==> src/rtl/uart_tx_cfg.sv <==
// ----------------------------------------------------------------------------
// uart_tx_cfg
//
// Configurable UART transmitter. A word is accepted over a valid/ready
// handshake and sent LSB-first on a line that idles high. Each frame is:
// start (0), DATA_BITS data bits, an optional parity bit, then STOP_BITS
// stop bits (1). Every bit lasts DIV = CLK_RATE/BR clock cycles.
//
// Ports:
//   clk        system clock, rising edge
//   reset_n    asynchronous active-low reset
//   tx_data    word to send, captured when tx_valid && tx_ready
//   tx_valid   tx_data holds a word to send
//   tx_ready   high while idle; a word may be accepted this cycle
//   tx_active  high from the start bit through the last stop bit
//   tx_serial  serial output line, idles high
//   tx_done    one-cycle pulse in the first idle cycle after a frame
//
// All outputs come straight from flops.
// ----------------------------------------------------------------------------
module uart_tx_cfg #(
    parameter int CLK_RATE    = 50000000,
    parameter int BR          = 9600,
    parameter int DATA_BITS   = 8,
    parameter int PARITY_MODE = 1,
    parameter int STOP_BITS   = 1
) (
    input  logic                 clk,
    input  logic                 reset_n,
    input  logic [DATA_BITS-1:0] tx_data,
    input  logic                 tx_valid,
    output logic                 tx_ready,
    output logic                 tx_active,
    output logic                 tx_serial,
    output logic                 tx_done
);

    localparam int DIV   = CLK_RATE / BR;
    // Keep the width at least one bit so an illegal DIV still reaches the
    // parameter check below instead of failing on a zero-width vector.
    localparam int CNT_W = (DIV > 2) ? $clog2(DIV) : 1;
    localparam int IDX_W = 4;

    localparam logic [CNT_W-1:0] BAUD_LAST = CNT_W'(DIV - 1);
    localparam logic [IDX_W-1:0] DATA_LAST = IDX_W'(DATA_BITS - 1);
    localparam logic [IDX_W-1:0] STOP_LAST = IDX_W'(STOP_BITS - 1);

    generate
        if (DIV < 2 || DATA_BITS < 5 || DATA_BITS > 9 ||
            PARITY_MODE < 0 || PARITY_MODE > 2 ||
            STOP_BITS < 1 || STOP_BITS > 2) begin : g_param_check
            $error("uart_tx_cfg: illegal parameter set (DIV=%0d DATA_BITS=%0d PARITY_MODE=%0d STOP_BITS=%0d)",
                   DIV, DATA_BITS, PARITY_MODE, STOP_BITS);
        end
    endgenerate

    typedef enum logic [2:0] {
        S_IDLE   = 3'd0,
        S_START  = 3'd1,
        S_DATA   = 3'd2,
        S_PARITY = 3'd3,
        S_STOP   = 3'd4
    } state_t;

    state_t                 state_q;
    logic [CNT_W-1:0]       baud_cnt_q;
    logic [IDX_W-1:0]       bit_idx_q;
    logic [DATA_BITS-1:0]   shift_q;
    logic                   parity_q;
    logic                   tx_serial_q;
    logic                   tx_ready_q;
    logic                   tx_active_q;
    logic                   tx_done_q;

    logic                   baud_wrap;
    logic [CNT_W-1:0]       baud_cnt_d;
    logic [DATA_BITS-1:0]   shift_d;
    logic                   parity_d;

    always_comb begin
        baud_wrap  = (baud_cnt_q == BAUD_LAST);
        baud_cnt_d = baud_wrap ? '0 : baud_cnt_q + CNT_W'(1);
        shift_d    = shift_q >> 1;
        // Odd parity is the inverted even parity of the word being accepted.
        parity_d   = (^tx_data) ^ (PARITY_MODE == 2);
    end

    always_ff @(posedge clk or negedge reset_n) begin
        if (!reset_n) begin
            state_q     <= S_IDLE;
            baud_cnt_q  <= '0;
            bit_idx_q   <= '0;
            shift_q     <= '0;
            parity_q    <= 1'b0;
            tx_serial_q <= 1'b1;
            tx_ready_q  <= 1'b1;
            tx_active_q <= 1'b0;
            tx_done_q   <= 1'b0;
        end else begin
            tx_done_q <= 1'b0;
            case (state_q)
                S_IDLE: begin
                    baud_cnt_q  <= '0;
                    bit_idx_q   <= '0;
                    tx_serial_q <= 1'b1;
                    tx_ready_q  <= 1'b1;
                    tx_active_q <= 1'b0;
                    if (tx_valid && tx_ready_q) begin
                        shift_q     <= tx_data;
                        parity_q    <= parity_d;
                        state_q     <= S_START;
                        tx_serial_q <= 1'b0;
                        tx_ready_q  <= 1'b0;
                        tx_active_q <= 1'b1;
                    end
                end
                S_START: begin
                    baud_cnt_q <= baud_cnt_d;
                    if (baud_wrap) begin
                        state_q     <= S_DATA;
                        tx_serial_q <= shift_q[0];
                    end
                end
                S_DATA: begin
                    baud_cnt_q <= baud_cnt_d;
                    if (baud_wrap) begin
                        shift_q <= shift_d;
                        if (bit_idx_q == DATA_LAST) begin
                            bit_idx_q <= '0;
                            if (PARITY_MODE != 0) begin
                                state_q     <= S_PARITY;
                                tx_serial_q <= parity_q;
                            end else begin
                                state_q     <= S_STOP;
                                tx_serial_q <= 1'b1;
                            end
                        end else begin
                            bit_idx_q   <= bit_idx_q + IDX_W'(1);
                            // The line is registered, so show the bit that
                            // becomes shift[0] after this shift.
                            tx_serial_q <= shift_q[1];
                        end
                    end
                end
                S_PARITY: begin
                    baud_cnt_q <= baud_cnt_d;
                    if (baud_wrap) begin
                        state_q     <= S_STOP;
                        tx_serial_q <= 1'b1;
                    end
                end
                S_STOP: begin
                    baud_cnt_q  <= baud_cnt_d;
                    tx_serial_q <= 1'b1;
                    if (baud_wrap) begin
                        if (bit_idx_q == STOP_LAST) begin
                            state_q     <= S_IDLE;
                            bit_idx_q   <= '0;
                            tx_ready_q  <= 1'b1;
                            tx_active_q <= 1'b0;
                            tx_done_q   <= 1'b1;
                        end else begin
                            bit_idx_q <= bit_idx_q + IDX_W'(1);
                        end
                    end
                end
                default: begin
                    state_q     <= S_IDLE;
                    baud_cnt_q  <= '0;
                    bit_idx_q   <= '0;
                    tx_serial_q <= 1'b1;
                    tx_ready_q  <= 1'b1;
                    tx_active_q <= 1'b0;
                end
            endcase
        end
    end

    assign tx_ready  = tx_ready_q;
    assign tx_active = tx_active_q;
    assign tx_serial = tx_serial_q;
    assign tx_done   = tx_done_q;

endmodule

==> config.mk <==
export PLATFORM = sky130hd
export DESIGN_NAME = uart_tx_cfg
export DESIGN_NICKNAME = d
export VERILOG_FILES = /design/src/rtl/uart_tx_cfg.sv
export SDC_FILE = /design/constraint.sdc
export NUM_CORES = 1
export LEC_CHECK = 0
export CELL_PAD_IN_SITES_DETAIL_PLACEMENT = 0
export CELL_PAD_IN_SITES_GLOBAL_PLACEMENT = 2
export CORE_MARGIN = 10
export CORE_UTILIZATION = 34
export CTS_BUF_LIST = sky130_fd_sc_hd__clkbuf_16
export DETAILED_ROUTE_END_ITERATION = 10
export PLACE_DENSITY_LB_ADDON = 0.1
export SYNTH_ARGS = -nofsm -noshare
export SYNTH_HDL_FRONTEND = slang
export SYNTH_SLANG_ARGS = --single-unit
==> constraint.sdc <==
create_clock -name clk -period 1.75 [get_ports clk]
set_input_delay 0.175 -clock clk [delete_from_list [all_inputs] [get_ports clk]]
set_output_delay 0.175 -clock clk [all_outputs]
set_load 0.02 [all_outputs]
==> results.txt <==
* Count of buffering cells on the critical path with inverters included: 1
- Unique cell type count in the Yosys netlist: 50
* Number of I/O port buffers: 14
- In this run the power density over the cells is 712 nW/um^2.
- Transition time at the pin with the least slew margin: 450 ps
- Category of the worst setup path launch point: register
- Share of the core filled with cells: between 40% and 50%
- Clock tree synthesis inserted a total of 5 buffers.
- The first TritonRoute pass finished after 4 iterations.
- Growth of design area from synthesis to finish: 33.9%
- Pin placement for this block handled 15 I/O pins.
- Routed vias/inst: between 4 and 5
* # setup viols final: 0
- Starting density of the core: between 30% and 40%
* Final Wtd Congestion: 0.813
- Outcome: completed
- The via count of the first global-routing pass is between 1500 and 2000.
* Top Family by Delay on Critical Path: simple AND/OR/NAND/NOR gates
* Syn Area/Cell: between 10 and 15 um^2
* Number of nets at the end of the flow: 242
- Antenna viol nets, final: 0
- Met1 wire length: between 2000 and 2500 um
- Flop-to-flop setup slack: 60 ps
- Crit Path Class: register to register
- The clock arrives with approximately 5.9 ps of skew.
- Fraction of final layout cells with drive strength greater than 1: between 30% and 40%
- Across the VDD grid, the largest voltage drop is between 0.3 and 0.4 mV.
- Number of cells on the critical path: 6
- Area of the mapped netlist: slightly below 2000 um^2
* Maximum clock rate: slightly below 600 MHz
- The library cell used most frequently in the layout, excluding fill and tap cells, is sky130_fd_sc_hd__buf_4.
- The signal on the critical path passes through ha_2 -> and4b_4 -> and3_4 -> a21o_1 -> buf_12 -> mux2_4.
- Standby leakage power: about 1.1 nW
- After legalization and detailed placement, the total HPWL measured approximately 3300 um.
* Pin count of the biggest net entering global routing: 34
- Area taken by flip-flops and latches: 828 um^2
- Sequential area share after synthesis: between 40% and 50%
* Number of enable flip-flop cells after synthesis: 0
- Mapped Cells: around 180
- Max layer used: met4
- CTS built an H-tree with a depth of 2.
- Fillers: 519
* Worst min path class: input pin to asynchronous set/reset pin
* Area of the die: 9080 um^2
- In the synthesized netlist the dominant register cell turns out to be sky130_fd_sc_hd__dfrtp_1.
- At the later pin of the worst-skew pair, clock insertion delay measures around 280 ps.
- Number of max-cap violations: 0
- 0 antenna diodes ended up in the layout.
- After floorplanning, the core was divided into 27 placement rows.
- Global-route wire length before repair: about 7500 um
- Total placed cells including tap cells: between 200 and 300
- For this design, the slowest cell found on the critical path is sky130_fd_sc_hd__dfrtp_1.
- Clock root buffer: sky130_fd_sc_hd__clkbuf_16
- Crit path arrival time: between 1500 and 2000 ps
- The tree built by TritonCTS fans out to 33 sinks.
- Largest stage delay on the critical path: 370 ps
* CTS max path bufs: 2
- In this run the worst setup path begins at baud_cnt_q[0].
* All-Layer GR Usage: 10.5%
- Period minus WS final: about 1700 ps
- The die is 95.3 um wide.
- Commonest cells after routing, fill and taps aside: sky130_fd_sc_hd__buf_4 (32), sky130_fd_sc_hd__dfrtp_1 (31), sky130_fd_sc_hd__nor2_1 (21)
* Final period util: between 90% and 100%
* Vias after detailed routing: 1494
* RR Endpoint: shift_q[2]
- Wire segments on met3 add up to approximately 150 um in the final route.
- Detailed Route Iter0 Violations: 53
- After detailed routing, the average wire length per cell comes to 14.6 um.
- Detailed routing placed a total of between 2000 and 2500 um of wire on met2.
- The count of cells in the finished layout, fillers not included, comes to 301.
- The total area inside the core boundary comes to about 5500 um^2.
* Final-report max-slew violation count: 0
- Post-synthesis net count: between 150 and 200
* Launch point of the worst reg-to-reg path: baud_cnt_q[0]
- Number of cells traversed by the worst register-to-register path: 6
- For this run, the number of Yosys warnings is 0.
* Height of the die: about 95 um
* Wirelength, routed: between 4000 and 5000 um
- In the routed design, unresolved DRC markers number 0.
- After clock tree synthesis, the clock-pin slew on the worst setup and hold paths is approximately 50 ps.
* Data required time at the worst endpoint: roughly 1900 ps
* GRT Residual Overflow: 0
- Register bit total from synthesis: 33
* Unrepaired setup endpoints after global routing: yes
* Antenna violations before repair: 0
* Async set-reset flop share out of synthesis: 100%
- Final hold violation count: 0
- Destination of the critical timing path: shift_q[2]
* Worst max-slew margin expressed relative to the limit: approximately 70%
- CTS tree: built
* Capturing element type of the critical path: register
* Largest fanout of any net on the critical path: 8
- The multi-input combinational cells in the finished layout cover a total of between 1000 and 1500 um^2.
-- metrics by stage --
step                setup slack, ps  setup TNS [ps]  cell area (um^2)  total power [mW]  hold slack [ps]
floorplan                      1.24               0              1940             0.813             -121
global placement              -33.9            -184              2350             0.861              437
detailed placement            -58.0            -334              2350             0.864              452
CTS                            18.1               0              2520              1.86              333
global route                  -7.60           -19.7              2580              1.90              364
finish                         64.4               0              2580              1.84              311
-- sequential cells by signal (all words and copies together) (netlist names) --
register / flops
baud_cnt_q: 13
bit_idx_q: 4
parity_q: 1
shift_q: 8
state_q: 3
tx_active: 1
tx_done: 1
tx_ready: 1
tx_serial: 1
-- metal layers --
metal	up-vias	global-route usage [%]
met5	-	0
met4	0	4.49
met3	4	3.53
met2	17	16.3
met1	730	13.0
li1	743	-
-- worst reg2reg max path, delay by kind of cell (launching register included) --
kind            cells  cell delay [ps]
simple gates        2              410
flops               1              370
mux                 1              300
fa+ha+maj           1              190
compound gates      1              160
buf+inv             1              150
-- power breakdown --
part           leakage [nW]  total (mW)  internal (mW)  switching (mW)
clock                0.0826       0.991          0.661           0.330
combinational         0.598      0.0834         0.0450          0.0384
sequential            0.424       0.764          0.764               0
total                  1.11        1.84           1.47           0.369
-- synthesized netlist by cell type, types with 5 or more instances --
cell | number | share of area (%)
sky130_fd_sc_hd__a21oi_1 | 6 | 1.6
sky130_fd_sc_hd__mux2_4 | 7 | 5.5
sky130_fd_sc_hd__dfrtp_1 | 31 | 40
sky130_fd_sc_hd__xor2_1 | 5 | 2.3
sky130_fd_sc_hd__nor2_1 | 21 | 4.1
sky130_fd_sc_hd__inv_1 | 6 | 1.2
sky130_fd_sc_hd__xnor2_1 | 14 | 6.4
sky130_fd_sc_hd__nand4_1 | 5 | 1.6
sky130_fd_sc_hd__nand3_1 | 7 | 1.8
sky130_fd_sc_hd__mux2_2 | 9 | 5.3
sky130_fd_sc_hd__nand2_1 | 7 | 1.4
-- area by class of cell --
class	instances	area share (%)
Clock buffer	5	4.85
Clock inverter	3	1.45
Inverter	6	0.873
Multi-Input combinational cell	135	41.7
Sequential cell	33	32.1
Tap cell	72	3.49
Timing Repair Buffer	47	15.5
-- how the worst min path moves through the flow --
stage                   from            end  slack (ps)
2_1_floorplan        reset_n  baud_cnt_q[0]        -120
3_3_place_gp   baud_cnt_q[0]  baud_cnt_q[0]         440
3_5_place_dp   baud_cnt_q[0]  baud_cnt_q[0]         450
4_1_cts              reset_n        tx_done         330
5_1_grt              reset_n        tx_done         360
6_report             reset_n   bit_idx_q[1]         310
-- cells by family after synthesis --
| logic type | Yosys count | share of synthesized area [%] |
|---|---|---|
| AND/OR/NAND/NOR | 67 | 20.1 |
| flip-flops | 33 | 43.0 |
| AO/OA/AOI/OAI | 30 | 11.4 |
| XOR/XNOR | 19 | 8.63 |
| buffers and inverters | 16 | 4.35 |
| multiplexers | 16 | 10.7 |
| adder cells (fa/ha/maj) | 3 | 1.95 |
-- timing repair --
item                                    4_1_cts  5_1_grt
gates resized for setup                       1        8
hold buffers                                  0        0
buffers inserted                              0        2
endpoints found under the setup margin        7       13
pin swaps                                     0        1
Note: power is estimated with default switching activity, not from simulation.
==> RTL edit, RTL diff (same flow settings) <==
The 5 states of `state_t` get a one-hot encoding in 5 bits.
--- a/src/rtl/uart_tx_cfg.sv
+++ b/src/rtl/uart_tx_cfg.sv
@@ -54,12 +54,12 @@
         end
     endgenerate
 
-    typedef enum logic [2:0] {
-        S_IDLE   = 3'd0,
-        S_START  = 3'd1,
-        S_DATA   = 3'd2,
-        S_PARITY = 3'd3,
-        S_STOP   = 3'd4
+    typedef enum logic [4:0] {
+        S_IDLE   = 5'b00001,
+        S_START  = 5'b00010,
+        S_DATA   = 5'b00100,
+        S_PARITY = 5'b01000,
+        S_STOP   = 5'b10000
     } state_t;
 
     state_t                 state_q;
Function: no difference found for any inputs over 10 cycles, from zero or initial values and one cycle with reset_n low; not proved beyond that.
==> RTL edit against the original RTL <==
The flow now finishes with violations (negative setup slack). Cell area grew 3.6%. Synthesized area grew 0.13%. Utilization grew 1.7 points. Worst setup slack lost 0.16 ns. Via count grew 8.8%. Non-clock buffer count grew 11. Routed wire length grew 6.4%. Combinational power shrank 6.4%. Sequential cell count grew 2. Count of clock-buffer cells in the layout is the same. Clock skew shrank 0.0017 ns. Total power shrank 6.6%. Largest cell class unchanged.
==> RTL edit: results (changes against the original RTL) <==
Nets - 268 (was 242)
Placed cell count - 313 (was 291)
Net switching power - 352.9 uW (was 368.5 uW)
Outcome - finished with violations (was complete, no violations)
Gpl congestion - 0.8164 (was 0.8125)
Clk_skew - 0.004236 ns (was 0.005891 ns)
Top cells by count, synth - dfrtp_1 (32), nor2_1 (20), o21ai_0 (15) (was dfrtp_1 (31), nor2_1 (21), xnor2_1 (14))
DPL Wire Length - 3392 um (was 3294 um)
Lkg Pwr - 0.001200 uW (was 0.001105 uW)
FFs w/ async S/R, synth - 1.000 (unchanged)
Clk buf depth - 2 (unchanged)
Largest net degree at the start of global routing - 36 (was 34)
Max FO, Critical Path - 16 (was 8)
GRT Total Usage - 0.1111 (was 0.1048)
Tightest Hold Check Type - primary input to async pin (unchanged)
Peak supply drop - 491.1 uV (was 344.4 uV)
Routed vias/inst - 4.972 (was 4.963)
Slowest cell on crit path - or3b_4 (was dfrtp_1)
Post-synthesis sequential area ratio - 0.4556 (was 0.4296)
Syn nets - 211 (was 198)
Largest regs - baud_cnt_q: 13 flops, shift_q: 8 flops, state_q: 5 flops (was baud_cnt_q: 13 flops, shift_q: 8 flops, bit_idx_q: 4 flops)
Setup slack at placement - -0.1685 ns (was -0.05796 ns)
Starting DRC count in detailed routing - 39 (was 53)
Antenna fix cells - 0 (unchanged)
Most common cell after layout, fill and taps aside - buf_4 (unchanged)
Final setup fails - 13 (was 0)
Initial antenna violation count - 0 (unchanged)
YS warnings - 0 (unchanged)
Setup slack after layout - -0.09570 ns (was 0.06438 ns)
Failing checks - negative setup slack
First-pass GRT wire length - 7907 um (was 7500 um)
Synth cell types - 43 (was 50)
DRC viols - 0 (unchanged)
# port buffers - 14 (unchanged)
Mean area per synthesized cell - 9.800 um^2 (was 10.48 um^2)
CTS Hold Bufs - 0 (unchanged)
Crit path DAT - 2.01 ns (was 1.85 ns)
Final wirelength - 4691 um (was 4407 um)
CTS Root Cell - clkbuf_16 (unchanged)
Slew Limit Headroom - 0.6891 (was 0.7003)
Number of global-route vias before repair - 1,673 (was 1,534)
Max incr delay on CP - 0.44 ns (was 0.37 ns)
Filler cell count - 528 (was 519)
Post-route insts no fill - 327 (was 301)
Area contributors post-synth - dfrtp_1 (41%), xnor2_1 (4.5%), dfstp_2 (4.1%) (was dfrtp_1 (40%), xnor2_1 (6.4%), mux2_4 (5.5%))
Clock network latency to the later pin of the worst-skew pair - 0.27 ns
Layout cells sized above 1 - 0.2863 (was 0.3057)
-- RTL edit: layout make-up --
type                       count  area, um^2  area share
clock buffer                   5       125.1     0.04679
sequential                    35       879.6      0.3290
multi-input combinational    148        1044      0.3903
timing repair buffer          58       501.7      0.1876
tap                           72       90.09     0.03369
clock inverter                 3       11.26    0.004212
inverter                       6       22.52    0.008423
-- RTL edit: cell families after synthesis --
family / Yosys count / share of synthesized area
muxes: 8 / 0.04277
xor gates and xnor gates: 19 / 0.08620
AOI/OAI and AO/OA: 42 / 0.1368
adders and majority gates: 3 / 0.01944
and+or+nand+nor: 76 / 0.2145
DFF: 35 / 0.4556
buffers and inverters: 14 / 0.04471
-- RTL edit: timing repair --
| action | CTS | global route |
|---|---|---|
| resized for setup | 7 | 9 |
| setup buffers | 5 | 4 |
| setup endpoints to repair | 27 | 29 |
| pin swaps | 7 | 3 |
-- RTL edit: routing by layer --
metal | global-route usage | wire [um]
met1 | 0.1343 | 2129
met3 | 0.03614 | 222
met4 | 0.04738 | 59
met5 | 0 | 0
met2 | 0.1773 | 2279
-- RTL edit: metrics by stage --
step	cell area, um^2	power, uW	TNS [ns]
floorplan	1983	855.5	-1.342
global placement	2441	904.4	-1.467
detailed placement	2441	904.9	-2.157
CTS	2618	1750	-0.5137
global route	2674	1794	-2.010
finish	2674	1716	-0.7132
-- RTL edit: path summary, 6_finish.rpt --
path                                 start         end  slack (ns)  depth (start not counted)
worst max register to register  state_q[4]  shift_q[6]        -0.1                          6
worst max-delay path            state_q[4]  shift_q[6]        -0.1                          6
worst min-delay path               reset_n  state_q[3]        0.32                          2
worst min register to register    parity_q    parity_q        0.48                          2
min in group clk                  parity_q    parity_q        0.48                          2
max in group asynchronous          reset_n   tx_serial        1.06                          2
-- RTL edit: power by group through the flow --
| stage | Sequential [uW] | Combinational (uW) | Clock, uW |
|---|---|---|---|
| 3_5_place_dp | 824 | 80.8 | 0 |
| 2_1_floorplan | 824 | 31.1 | 0 |
| 3_3_place_gp | 824 | 80.3 | 0 |
| 6_report | 810 | 78.1 | 828 |
| 4_1_cts | 810 | 80.8 | 859 |
| 5_1_grt | 809 | 87.1 | 897 |
